### config.mk
export PLATFORM = sky130hd
export DESIGN_NAME = mc_controller
export DESIGN_NICKNAME = d
export VERILOG_FILES = /design/src/rtl/rv_mc_pkg.sv /design/src/rtl/alu_decoder.sv /design/src/rtl/mc_controller.sv
export SDC_FILE = /design/constraint.sdc
export NUM_CORES = 1
export LEC_CHECK = 0
export ABC_CLOCK_PERIOD_IN_PS = 1400
export CAP_MARGIN = 10
export CORE_MARGIN = 2
export CORE_UTILIZATION = 31
export DETAILED_ROUTE_END_ITERATION = 16
export PLACE_DENSITY = 0.82
export SLEW_MARGIN = 30
export SYNTH_ARGS = -nofsm -noshare
export SYNTH_HDL_FRONTEND = slang
export SYNTH_SLANG_ARGS = --single-unit
### constraint.sdc
create_clock -name clk -period 1.4 [get_ports clk]
set_input_delay 0.21 -clock clk [delete_from_list [all_inputs] [get_ports clk]]
set_output_delay 0.21 -clock clk [all_outputs]
set_load 0.02 [all_outputs]
### src/rtl/rv_mc_pkg.sv
// ============================================================================
//  Module      : rv_mc_pkg
//  Description : Shared types and constants for the multi-cycle RV64 control
//                unit: FSM state encoding, opcode/funct3 values, ALU control
//                codes and datapath mux select values.
//  Revision    : 1.0 - initial release
// ============================================================================
`default_nettype none

package rv_mc_pkg;

   // Controller states; 14 used codes out of 16, spare codes fall into TRAP
   typedef enum logic [3:0] {
      ST_FETCH  = 4'd0,
      ST_DECODE = 4'd1,
      ST_EXEC_R = 4'd2,
      ST_EXEC_I = 4'd3,
      ST_ALU_WB = 4'd4,
      ST_ADDR   = 4'd5,
      ST_MEM_RD = 4'd6,
      ST_LD_WB  = 4'd7,
      ST_MEM_WR = 4'd8,
      ST_PC_INC = 4'd9,
      ST_BR     = 4'd10,
      ST_JAL1   = 4'd11,
      ST_JAL2   = 4'd12,
      ST_TRAP   = 4'd13
   } state_e;

   // Major opcodes
   localparam logic [6:0] C_OP_RTYPE  = 7'b0110011;
   localparam logic [6:0] C_OP_IMM    = 7'b0010011;
   localparam logic [6:0] C_OP_LOAD   = 7'b0000011;
   localparam logic [6:0] C_OP_STORE  = 7'b0100011;
   localparam logic [6:0] C_OP_BRANCH = 7'b1100011;
   localparam logic [6:0] C_OP_JAL    = 7'b1101111;

   // funct3 values
   localparam logic [2:0] C_F3_ADD_SUB = 3'b000;
   localparam logic [2:0] C_F3_SLT     = 3'b010;
   localparam logic [2:0] C_F3_OR      = 3'b110;
   localparam logic [2:0] C_F3_AND     = 3'b111;
   localparam logic [2:0] C_F3_ADDI    = 3'b000;
   localparam logic [2:0] C_F3_BEQ     = 3'b000;
   localparam logic [2:0] C_F3_BNE     = 3'b001;
   localparam logic [2:0] C_F3_WORD    = 3'b010;
   localparam logic [2:0] C_F3_DWORD   = 3'b011;

   // ALU operation codes
   localparam logic [3:0] C_ALU_AND = 4'b0000;
   localparam logic [3:0] C_ALU_OR  = 4'b0001;
   localparam logic [3:0] C_ALU_ADD = 4'b0010;
   localparam logic [3:0] C_ALU_SUB = 4'b0110;
   localparam logic [3:0] C_ALU_SLT = 4'b0111;

   // Writeback source select
   localparam logic [1:0] C_M2R_ALUOUT   = 2'd0;
   localparam logic [1:0] C_M2R_MDR      = 2'd1;
   localparam logic [1:0] C_M2R_PC       = 2'd2;
   localparam logic [1:0] C_M2R_MDR_SEXT = 2'd3;

   // ALU operand B select
   localparam logic [1:0] C_SRCB_B      = 2'd0;
   localparam logic [1:0] C_SRCB_FOUR   = 2'd1;
   localparam logic [1:0] C_SRCB_IMM    = 2'd2;
   localparam logic [1:0] C_SRCB_ALUOUT = 2'd3;

   // ALU operand A select
   localparam logic C_SRCA_PC = 1'b0;
   localparam logic C_SRCA_A  = 1'b1;

   // Memory address select
   localparam logic C_IORD_PC     = 1'b0;
   localparam logic C_IORD_ALUOUT = 1'b1;

   // PC source select
   localparam logic C_PCSRC_ALU    = 1'b0;
   localparam logic C_PCSRC_ALUOUT = 1'b1;

   // Loads/stores only come in word and doubleword widths here
   function automatic logic is_mem_width(input logic [2:0] f3);
      return (f3 == C_F3_WORD) || (f3 == C_F3_DWORD);
   endfunction

endpackage

`default_nettype wire

### src/rtl/alu_decoder.sv
// ============================================================================
//  Module      : alu_decoder
//  Description : Maps R-type funct3/funct7b5 to an ALU control code and flags
//                whether the combination is one this core implements.
//  Revision    : 1.0 - initial release
// ============================================================================
`default_nettype none

module alu_decoder
   import rv_mc_pkg::*;
(
   input  logic [2:0] funct3,
   input  logic       funct7b5,
   output logic [3:0] alu_ctrl,
   output logic       valid
);

   // funct7b5 only selects SUB over ADD; on any other funct3 it marks an
   // unsupported instruction
   always_comb begin
      alu_ctrl = C_ALU_ADD;
      valid    = 1'b0;
      case (funct3)
         C_F3_ADD_SUB: begin
            alu_ctrl = funct7b5 ? C_ALU_SUB : C_ALU_ADD;
            valid    = 1'b1;
         end
         C_F3_SLT: begin
            alu_ctrl = C_ALU_SLT;
            valid    = !funct7b5;
         end
         C_F3_OR: begin
            alu_ctrl = C_ALU_OR;
            valid    = !funct7b5;
         end
         C_F3_AND: begin
            alu_ctrl = C_ALU_AND;
            valid    = !funct7b5;
         end
         default: begin
            alu_ctrl = C_ALU_ADD;
            valid    = 1'b0;
         end
      endcase
   end

endmodule

`default_nettype wire

### src/rtl/mc_controller.sv
// ============================================================================
//  Module      : mc_controller
//  Description : Multi-cycle RV64 control FSM. Sequences fetch, decode,
//                execute, memory and writeback, stalls on mem_ready and drives
//                every datapath enable and mux select.
//  Revision    : 1.0 - initial release
// ============================================================================
`default_nettype none

module mc_controller
   import rv_mc_pkg::*;
(
   input  logic        clk,
   input  logic        rst,
   input  logic [31:0] inst,
   input  logic        zero,
   input  logic        mem_ready,
   output logic        pcen,
   output logic        IorD,
   output logic        MemWrite,
   output logic        MemRead,
   output logic        IRWrite,
   output logic        RegWrite,
   output logic        ALUSrcA,
   output logic        PCSrc,
   output logic        sw,
   output logic [1:0]  MemtoReg,
   output logic [1:0]  ALUSrcB,
   output logic [3:0]  alu_ctrl,
   output logic        illegal
);

   state_e      state_q;
   state_e      state_d;

   logic [6:0]  opcode;
   logic [2:0]  funct3;
   logic        funct7b5;
   logic [3:0]  r_alu_ctrl;
   logic        r_alu_valid;
   logic        br_taken;
   logic        unused_inst_bits;

   assign opcode   = inst[6:0];
   assign funct3   = inst[14:12];
   assign funct7b5 = inst[30];

   // Register numbers and immediates belong to the datapath, not to control
   assign unused_inst_bits = ^{inst[31], inst[29:15], inst[11:7]};

   // beq takes on equality, bne on inequality; funct3[0] tells them apart
   assign br_taken = funct3[0] ? !zero : zero;

   alu_decoder u_alu_decoder (
      .funct3   (funct3),
      .funct7b5 (funct7b5),
      .alu_ctrl (r_alu_ctrl),
      .valid    (r_alu_valid)
   );

   // State register; reset lands in FETCH so the first fetch follows release
   always_ff @(posedge clk or negedge rst) begin
      if (!rst) begin
         state_q <= ST_FETCH;
      end else begin
         state_q <= state_d;
      end
   end

   // Next-state: dispatch in DECODE, hold in memory states until mem_ready
   always_comb begin
      state_d = state_q;
      case (state_q)
         ST_FETCH:  state_d = mem_ready ? ST_DECODE : ST_FETCH;
         ST_DECODE: begin
            case (opcode)
               C_OP_RTYPE:  state_d = r_alu_valid ? ST_EXEC_R : ST_TRAP;
               C_OP_IMM:    state_d = (funct3 == C_F3_ADDI) ? ST_EXEC_I : ST_TRAP;
               C_OP_LOAD,
               C_OP_STORE:  state_d = is_mem_width(funct3) ? ST_ADDR : ST_TRAP;
               C_OP_BRANCH: state_d = ((funct3 == C_F3_BEQ) || (funct3 == C_F3_BNE))
                                      ? ST_BR : ST_TRAP;
               C_OP_JAL:    state_d = ST_JAL1;
               default:     state_d = ST_TRAP;
            endcase
         end
         ST_EXEC_R: state_d = ST_ALU_WB;
         ST_EXEC_I: state_d = ST_ALU_WB;
         ST_ALU_WB: state_d = ST_FETCH;
         ST_ADDR:   state_d = (opcode == C_OP_STORE) ? ST_MEM_WR : ST_MEM_RD;
         ST_MEM_RD: state_d = mem_ready ? ST_LD_WB : ST_MEM_RD;
         ST_LD_WB:  state_d = ST_FETCH;
         ST_MEM_WR: state_d = mem_ready ? ST_PC_INC : ST_MEM_WR;
         ST_PC_INC: state_d = ST_FETCH;
         ST_BR:     state_d = br_taken ? ST_FETCH : ST_PC_INC;
         ST_JAL1:   state_d = ST_JAL2;
         ST_JAL2:   state_d = ST_FETCH;
         ST_TRAP:   state_d = ST_TRAP;
         default:   state_d = ST_TRAP;
      endcase
   end

   // Output decode from state; IRWrite and pcen in BR also follow inputs.
   // Everything is held at 0 while reset is asserted, even in FETCH.
   always_comb begin
      pcen     = 1'b0;
      IorD     = C_IORD_PC;
      MemWrite = 1'b0;
      MemRead  = 1'b0;
      IRWrite  = 1'b0;
      RegWrite = 1'b0;
      ALUSrcA  = C_SRCA_PC;
      PCSrc    = C_PCSRC_ALU;
      sw       = 1'b0;
      MemtoReg = C_M2R_ALUOUT;
      ALUSrcB  = C_SRCB_B;
      alu_ctrl = C_ALU_AND;
      illegal  = 1'b0;
      if (rst) begin
         case (state_q)
            ST_FETCH: begin
               MemRead = 1'b1;
               IorD    = C_IORD_PC;
               IRWrite = mem_ready;
            end
            ST_DECODE: begin
               // alu_out <- PC + imm, used later as branch/jump target
               ALUSrcA  = C_SRCA_PC;
               ALUSrcB  = C_SRCB_IMM;
               alu_ctrl = C_ALU_ADD;
            end
            ST_EXEC_R: begin
               ALUSrcA  = C_SRCA_A;
               ALUSrcB  = C_SRCB_B;
               alu_ctrl = r_alu_ctrl;
            end
            ST_EXEC_I, ST_ADDR: begin
               ALUSrcA  = C_SRCA_A;
               ALUSrcB  = C_SRCB_IMM;
               alu_ctrl = C_ALU_ADD;
            end
            ST_ALU_WB: begin
               RegWrite = 1'b1;
               MemtoReg = C_M2R_ALUOUT;
               pcen     = 1'b1;
               PCSrc    = C_PCSRC_ALU;
               ALUSrcA  = C_SRCA_PC;
               ALUSrcB  = C_SRCB_FOUR;
               alu_ctrl = C_ALU_ADD;
            end
            ST_MEM_RD: begin
               // Keep recomputing A+imm so alu_out is stable across stalls
               MemRead  = 1'b1;
               IorD     = C_IORD_ALUOUT;
               ALUSrcA  = C_SRCA_A;
               ALUSrcB  = C_SRCB_IMM;
               alu_ctrl = C_ALU_ADD;
            end
            ST_LD_WB: begin
               RegWrite = 1'b1;
               MemtoReg = (funct3 == C_F3_DWORD) ? C_M2R_MDR : C_M2R_MDR_SEXT;
               pcen     = 1'b1;
               PCSrc    = C_PCSRC_ALU;
               ALUSrcA  = C_SRCA_PC;
               ALUSrcB  = C_SRCB_FOUR;
               alu_ctrl = C_ALU_ADD;
            end
            ST_MEM_WR: begin
               MemWrite = 1'b1;
               IorD     = C_IORD_ALUOUT;
               sw       = (funct3 == C_F3_WORD);
               ALUSrcA  = C_SRCA_A;
               ALUSrcB  = C_SRCB_IMM;
               alu_ctrl = C_ALU_ADD;
            end
            ST_PC_INC: begin
               pcen     = 1'b1;
               PCSrc    = C_PCSRC_ALU;
               ALUSrcA  = C_SRCA_PC;
               ALUSrcB  = C_SRCB_FOUR;
               alu_ctrl = C_ALU_ADD;
            end
            ST_BR: begin
               // Compare A-B; a taken branch loads the target held in alu_out
               ALUSrcA  = C_SRCA_A;
               ALUSrcB  = C_SRCB_B;
               alu_ctrl = C_ALU_SUB;
               PCSrc    = C_PCSRC_ALUOUT;
               pcen     = br_taken;
            end
            ST_JAL1: begin
               // PC <- target while the ALU forms the link value old PC+4
               pcen     = 1'b1;
               PCSrc    = C_PCSRC_ALUOUT;
               ALUSrcA  = C_SRCA_PC;
               ALUSrcB  = C_SRCB_FOUR;
               alu_ctrl = C_ALU_ADD;
            end
            ST_JAL2: begin
               RegWrite = 1'b1;
               MemtoReg = C_M2R_ALUOUT;
            end
            ST_TRAP: begin
               illegal = 1'b1;
            end
            default: begin
               illegal = 1'b0;
            end
         endcase
      end
   end

endmodule

`default_nettype wire

== Word level (Yosys, flattened, before mapping) ==
Index checks and enable logic that the tools add are counted.

* Register bits: 4
* Output and inout bits: 18
* Word-level logic and storage cells: 85

* Equality and inequality tests: 24
* Multiplexer cells: 42
* Reduce and logical (&&, ||, !) cells: 18

{| class="wikitable"
|+ Operator list
! cell !! count
|-
| $pmux 4 s9 || 1
|-
| $eq 4x4->1 const B || 6
|-
| $mux 4 || 6
|-
| $mux 1 || 23
|-
| $pmux 4 s5 || 1
|-
| $eq 4x3->1 const B || 4
|-
| $pmux 4 s4 || 1
|-
| $eq 7x6->1 const B || 2
|-
| $eq 7x7->1 const B || 2
|-
| $pmux 4 s3 || 1
|-
| $reduce_or 2->1 || 5
|-
| $reduce_or 9->1 || 1
|-
| $eq 4x2->1 const B || 2
|-
| $mux 2 || 4
|-
| $reduce_or 4->1 || 2
|-
| $eq 7x2->1 const B || 1
|-
| $eq 7x5->1 const B || 1
|-
| $eq 3x2->1 const B || 2
|-
| $eq 3x3->1 const B || 2
|-
| $mux 3 || 2
|-
| $reduce_or 3->1 || 2
|-
| $reduce_or 6->1 || 1
|-
| $reduce_or 5->1 || 1
|-
| $eq 4x1->1 const B || 1
|-
| other kinds (7) || 10
|}

== Logic depth before layout (Yosys ltp) ==
Gate-level depths: netlist of run 1.

* Depth after elaboration: 6
* Depth in mapped cells: 6

== Modules after synthesis ==
Synthesis of run 1 repeated with hierarchy kept, for this count alone.

* Cell total of the unflattened synthesis: 124
* Area total of the unflattened synthesis: 809.5 um^2

{| class="wikitable"
|+ Modules (own cells, without submodules)
! module !! times used !! cells each !! area each (um^2)
|-
| mc_controller || 1 || 115 || 759.5
|-
| alu_decoder || 1 || 9 || 50.0
|}

== Worst setup path after synthesis of run 1 ==
Ideal clock, no wire load.

* Path kind: reg-to-output
* Start: register state_q[0]
* End: output sw
* Arrival time: 1498 ps
* Slack: -308 ps
* Stages on the path, launching flop included: 5
* Path buffers: 1
* Cell sequence: dfrtp_1 > clkbuf_1 > or2_2 > nor2_1 > and3_1

* Word-level cells in the longest chain between the ends: 3

{| class="wikitable"
|+ Ends and longest elaborated chain
! what !! RTL line !! source
|-
| start, declared || mc_controller.sv:33 || <nowiki>state_e state_q;</nowiki>
|-
| start signal, assigned || mc_controller.sv:66 || <nowiki>state_q <= state_d;</nowiki>
|-
| $eq 4x4->1 || mc_controller.sv:120 || <nowiki>case (state_q)</nowiki>
|-
| $mux 1 || mc_controller.sv:120 ||
|-
| $mux 1 || mc_controller.sv:119 || <nowiki>if (rst) begin</nowiki>
|-
| end, declared || mc_controller.sv:26 || <nowiki>output logic sw,</nowiki>
|}

No other way between the ends.

== Worst setup path after layout of run 1 ==
* Start: register state_q[0]
* End: output pcen

* Word-level cells in the longest chain between the ends: 4

{| class="wikitable"
|+ Ends and longest elaborated chain
! what !! RTL line !! source
|-
| $eq 4x4->1 or $eq 4x3->1 (tied branches) || mc_controller.sv:120 ||
|-
| $reduce_or 4->1 (no source line) || n/a ||
|-
| $pmux 1 s2 * || mc_controller.sv:120 ||
|-
| $mux 1 * || mc_controller.sv:119 ||
|-
| end, declared || mc_controller.sv:18 || <nowiki>output logic pcen,</nowiki>
|}

Every way passes the cells marked *; elsewhere a longest branch is shown, timed or not.

==> results of run 1 <==
==> metal layers <==
metal | up-vias | global-route usage (%)
li1 | 571 | -
met1 | 587 | 30.2
met2 | 103 | 51.0
met3 | 24 | 4.24
met4 | 0 | 12.8
met5 | - | 0
==> cell usage after synthesis (2+ instances only) <==
| cell | count |
|---|---|
| nand2_1 | 15 |
| nor2_1 | 14 |
| a21oi_1 | 9 |
| nand2b_1 | 6 |
| nor3_1 | 6 |
| o21ai_0 | 6 |
| nor2b_1 | 5 |
| clkbuf_1 | 4 |
| dfrtp_1 | 4 |
| and2b_2 | 3 |
| inv_1 | 3 |
| a2111oi_0 | 2 |
| a22o_1 | 2 |
| a22oi_1 | 2 |
| and2_1 | 2 |
| and3_1 | 2 |
| nand3_1 | 2 |
| o21ai_1 | 2 |
| or2_2 | 2 |
==> what timing repair did <==
item | in CTS | in global routing
pin swaps | 6 | 12
setup endpoints to repair | 21 | 21
setup buffers | 4 | 5
resized for setup | 156 | 29
gates cloned | 0 | 0
==> cell type report <==
cell class	instances	area, sq um
Multi-Input combinational cell	102	836
Timing Repair Buffer	82	687
Fill cell	151	557
Sequential cell	4	104
Tap cell	28	35.0
Clock buffer	3	22.5
Inverter	3	13.8
==> power breakdown <==
part	switching [mW]	internal (mW)
clock network	0.0468	0.0959
logic	1.19	1.23
registers	0.0848	0.174
total	1.32	1.50
==> path summary, 6_finish.rpt <==
| path | to | slack (ns) | startpoint |
|---|---|---|---|
| setup reg to reg | state_q[3]$_DFF_PN0_ | -0.09 | state_q[0]$_DFF_PN0_ |
| max in group asynchronous | state_q[0]$_DFF_PN0_ | 1.05 | rst |
| hold reg to reg | state_q[0]$_DFF_PN0_ | 0.83 | state_q[0]$_DFF_PN0_ |
| hold / removal | state_q[3]$_DFF_PN0_ | 0.22 | rst |
| min in group clk | state_q[0]$_DFF_PN0_ | 0.55 | inst[6] |
| setup / recovery | pcen | -0.36 | state_q[0]$_DFF_PN0_ |
==> critical path, stage by stage (launching register included) <==
cell     delay (ns)
dfrtp_2        0.41
or2b_4         0.29
nand3_2        0.07
o21ai_2        0.06
and2_4         0.13
or2_4          0.22
buf_6          0.13
==> through the flow <==
stage                     setup WS, ns  TNS (ns)  util [%]  power, mW  cells
after floorplan                 -0.117    -0.279         -       1.22    117
after global placement          -0.699    -12.09      64.2       1.94    211
after detailed placement        -0.781    -12.99      64.2       2.01    211
after CTS                       -0.369     -4.16      70.9       2.48    218
after global routing            -0.397     -5.20      75.3       2.95    222
final                           -0.360     -4.43      75.3       2.81    222
==> logic make-up after synthesis <==
logic type | count (synthesis)
xor gates and xnor gates | 2
other | 1
DFF | 4
and+or+nand+nor | 66
buffers and inverters | 11
AOI/OAI and AO/OA | 33
==> flow_summary_export.csv, run 1 <==
group,metric,value,unit
timing,finalHoldViolCount,0,
status,status,"complete, but fails checks",
drt,drt_iter0_drc,62,
floorplanning,pin_count,54,
floorplanning,dieArea,0.00286,sq mm
logic_synthesis,synth_compound_area_share,29.2,%
drt,num_vias,1285,
clocking,numClockSinks,4,
timing,finalClockSkew,0.00264,ns
drt,wl_met3,317,um
logic_synthesis,yosys.area_share.simple,46.4,%
logic_synthesis,synth_cell_types,45,
logic_synthesis,yosys.area.top_type,"dfrtp_1",
setup_path,critPathKind,"reg -> out",
pwr,vdd_drop_max,896,uV
floorplanning,rows,17,
finish,diodes,0,
logic_synthesis,yosysSeqAreaShare,13.2,%
logic_synthesis,synth_top_family_by_area,"simple AND/OR/NAND/NOR gates",
placement,dpl.hpwl,2290,um
floorplanning,die_y,53.5,um
timing,timing.fmax,0.568,GHz
run,maxCapViolCount,0,
pwr,power_density,1660,mW/mm^2
floorplanning,start_util,33.6,%
logic_synthesis,synth.area.mux_share,0,%
floorplanning,die_w,53.5,um
drt,wirelength,3780,um
finish,top_register,"state_q",
setup_path,end_kind,"output port",
finish,area_growth,124,%
placement,placed_cell_area,0.00145,sq mm
floorplanning,core,0.00225,sq mm
drt,avgViaCountPerCell,5.79,
pwr,p_leak,0.749,nW
placement,io_buffers,31,
logic_synthesis,synth_xor_area_share,2.31,%
logic_synthesis,yosysWarnings,0,
clocking,htree_levels,1,
clocking,root_buffer,"clkbuf_4",
drt,routed.top_layer,"met4",
setup_path,arrival,1.55,ns
logic_synthesis,synth_cells,117,
min_path,hp-class,"in -> async",
setup_path,worstPathMaxFanout,6,
timing,rsz0062_at_grt,"yes",
finish,largest_reg_flops,4,
drt,drcViolationCount,0,
finish,final_area,0.00170,sq mm
logic_synthesis,synth.area.top_cells,"dfrtp_1, nand2_1, nor2_1, a21oi_1, nand2b_1",
global_route,gr-total-overflow,0,
global_route,grt_use_total,27.6,%
finish,layout_common_cells,"buf_4, buf_6, nand2_1, nor2_1, buf_2",
finish,biggestRegsByFlops,"state_q: 4 flops",
status,violations,"setup timing",
clocking,cts_hold_buf,0,
logic_synthesis,synth_fa_ha_area_share,0,%
clocking,path_clk_slew,0.04,ns
logic_synthesis,synth_area_per_cell,6.48,sq um
global_route,grt_pass1_vias,1263,
finish,final_common_cell,"buf_4",
drt,post_drt_wl_per_cell,17.0,um
timing,fin_hold_ws,0.220,ns
setup_path,cp-start-kind,"register",
global_route,grt_pass1_wl,5600,um
setup_path,r2r_cells,6,
logic_synthesis,ys_ff_latch,4,
timing,period_needed,1.76,ns
timing,setup_viol,19,
logic_synthesis,synth_nets,153,
drt,first_pass_iters,4,
logic_synthesis,synth_area,758,sq um
logic_synthesis,synthArstFlopShare,100,%
placement,gp_congestion,0.936,
finish,drive_gt1_share,67.5,%
clocking,cts_inserted_buffers,3,
logic_synthesis,synth_edf_count,0,
global_route,grt_max_degree,12,
finish,nets,232,
logic_synthesis,synth_top_area_share,13.2,%
timing,period_share,126,%
drt,wl_met2,2000,um
logic_synthesis,synth-main-ff-cell,"dfrtp_1",
drt,met1_length,1300,um
clocking,cts_tree,"done",
global_route,antenna_found_initial,0,
drt,ant_nets,0,
clocking,worstSkewPairLatency,0.23,ns
setup_path,cp.required,1.19,ns
timing,drv_slew,0,
timing,setup_ws,-0.360,ns
clocking,clock_path_buffers,2,
No activity file was read; power rests on OpenSTA's default activity.
==> run 2, diff against run 1 <==
Settings changed: CAP_MARGIN 10 to 20.
==> results of run 2 <==
The final DEF is identical to that of run 1; final timing and power are the same.
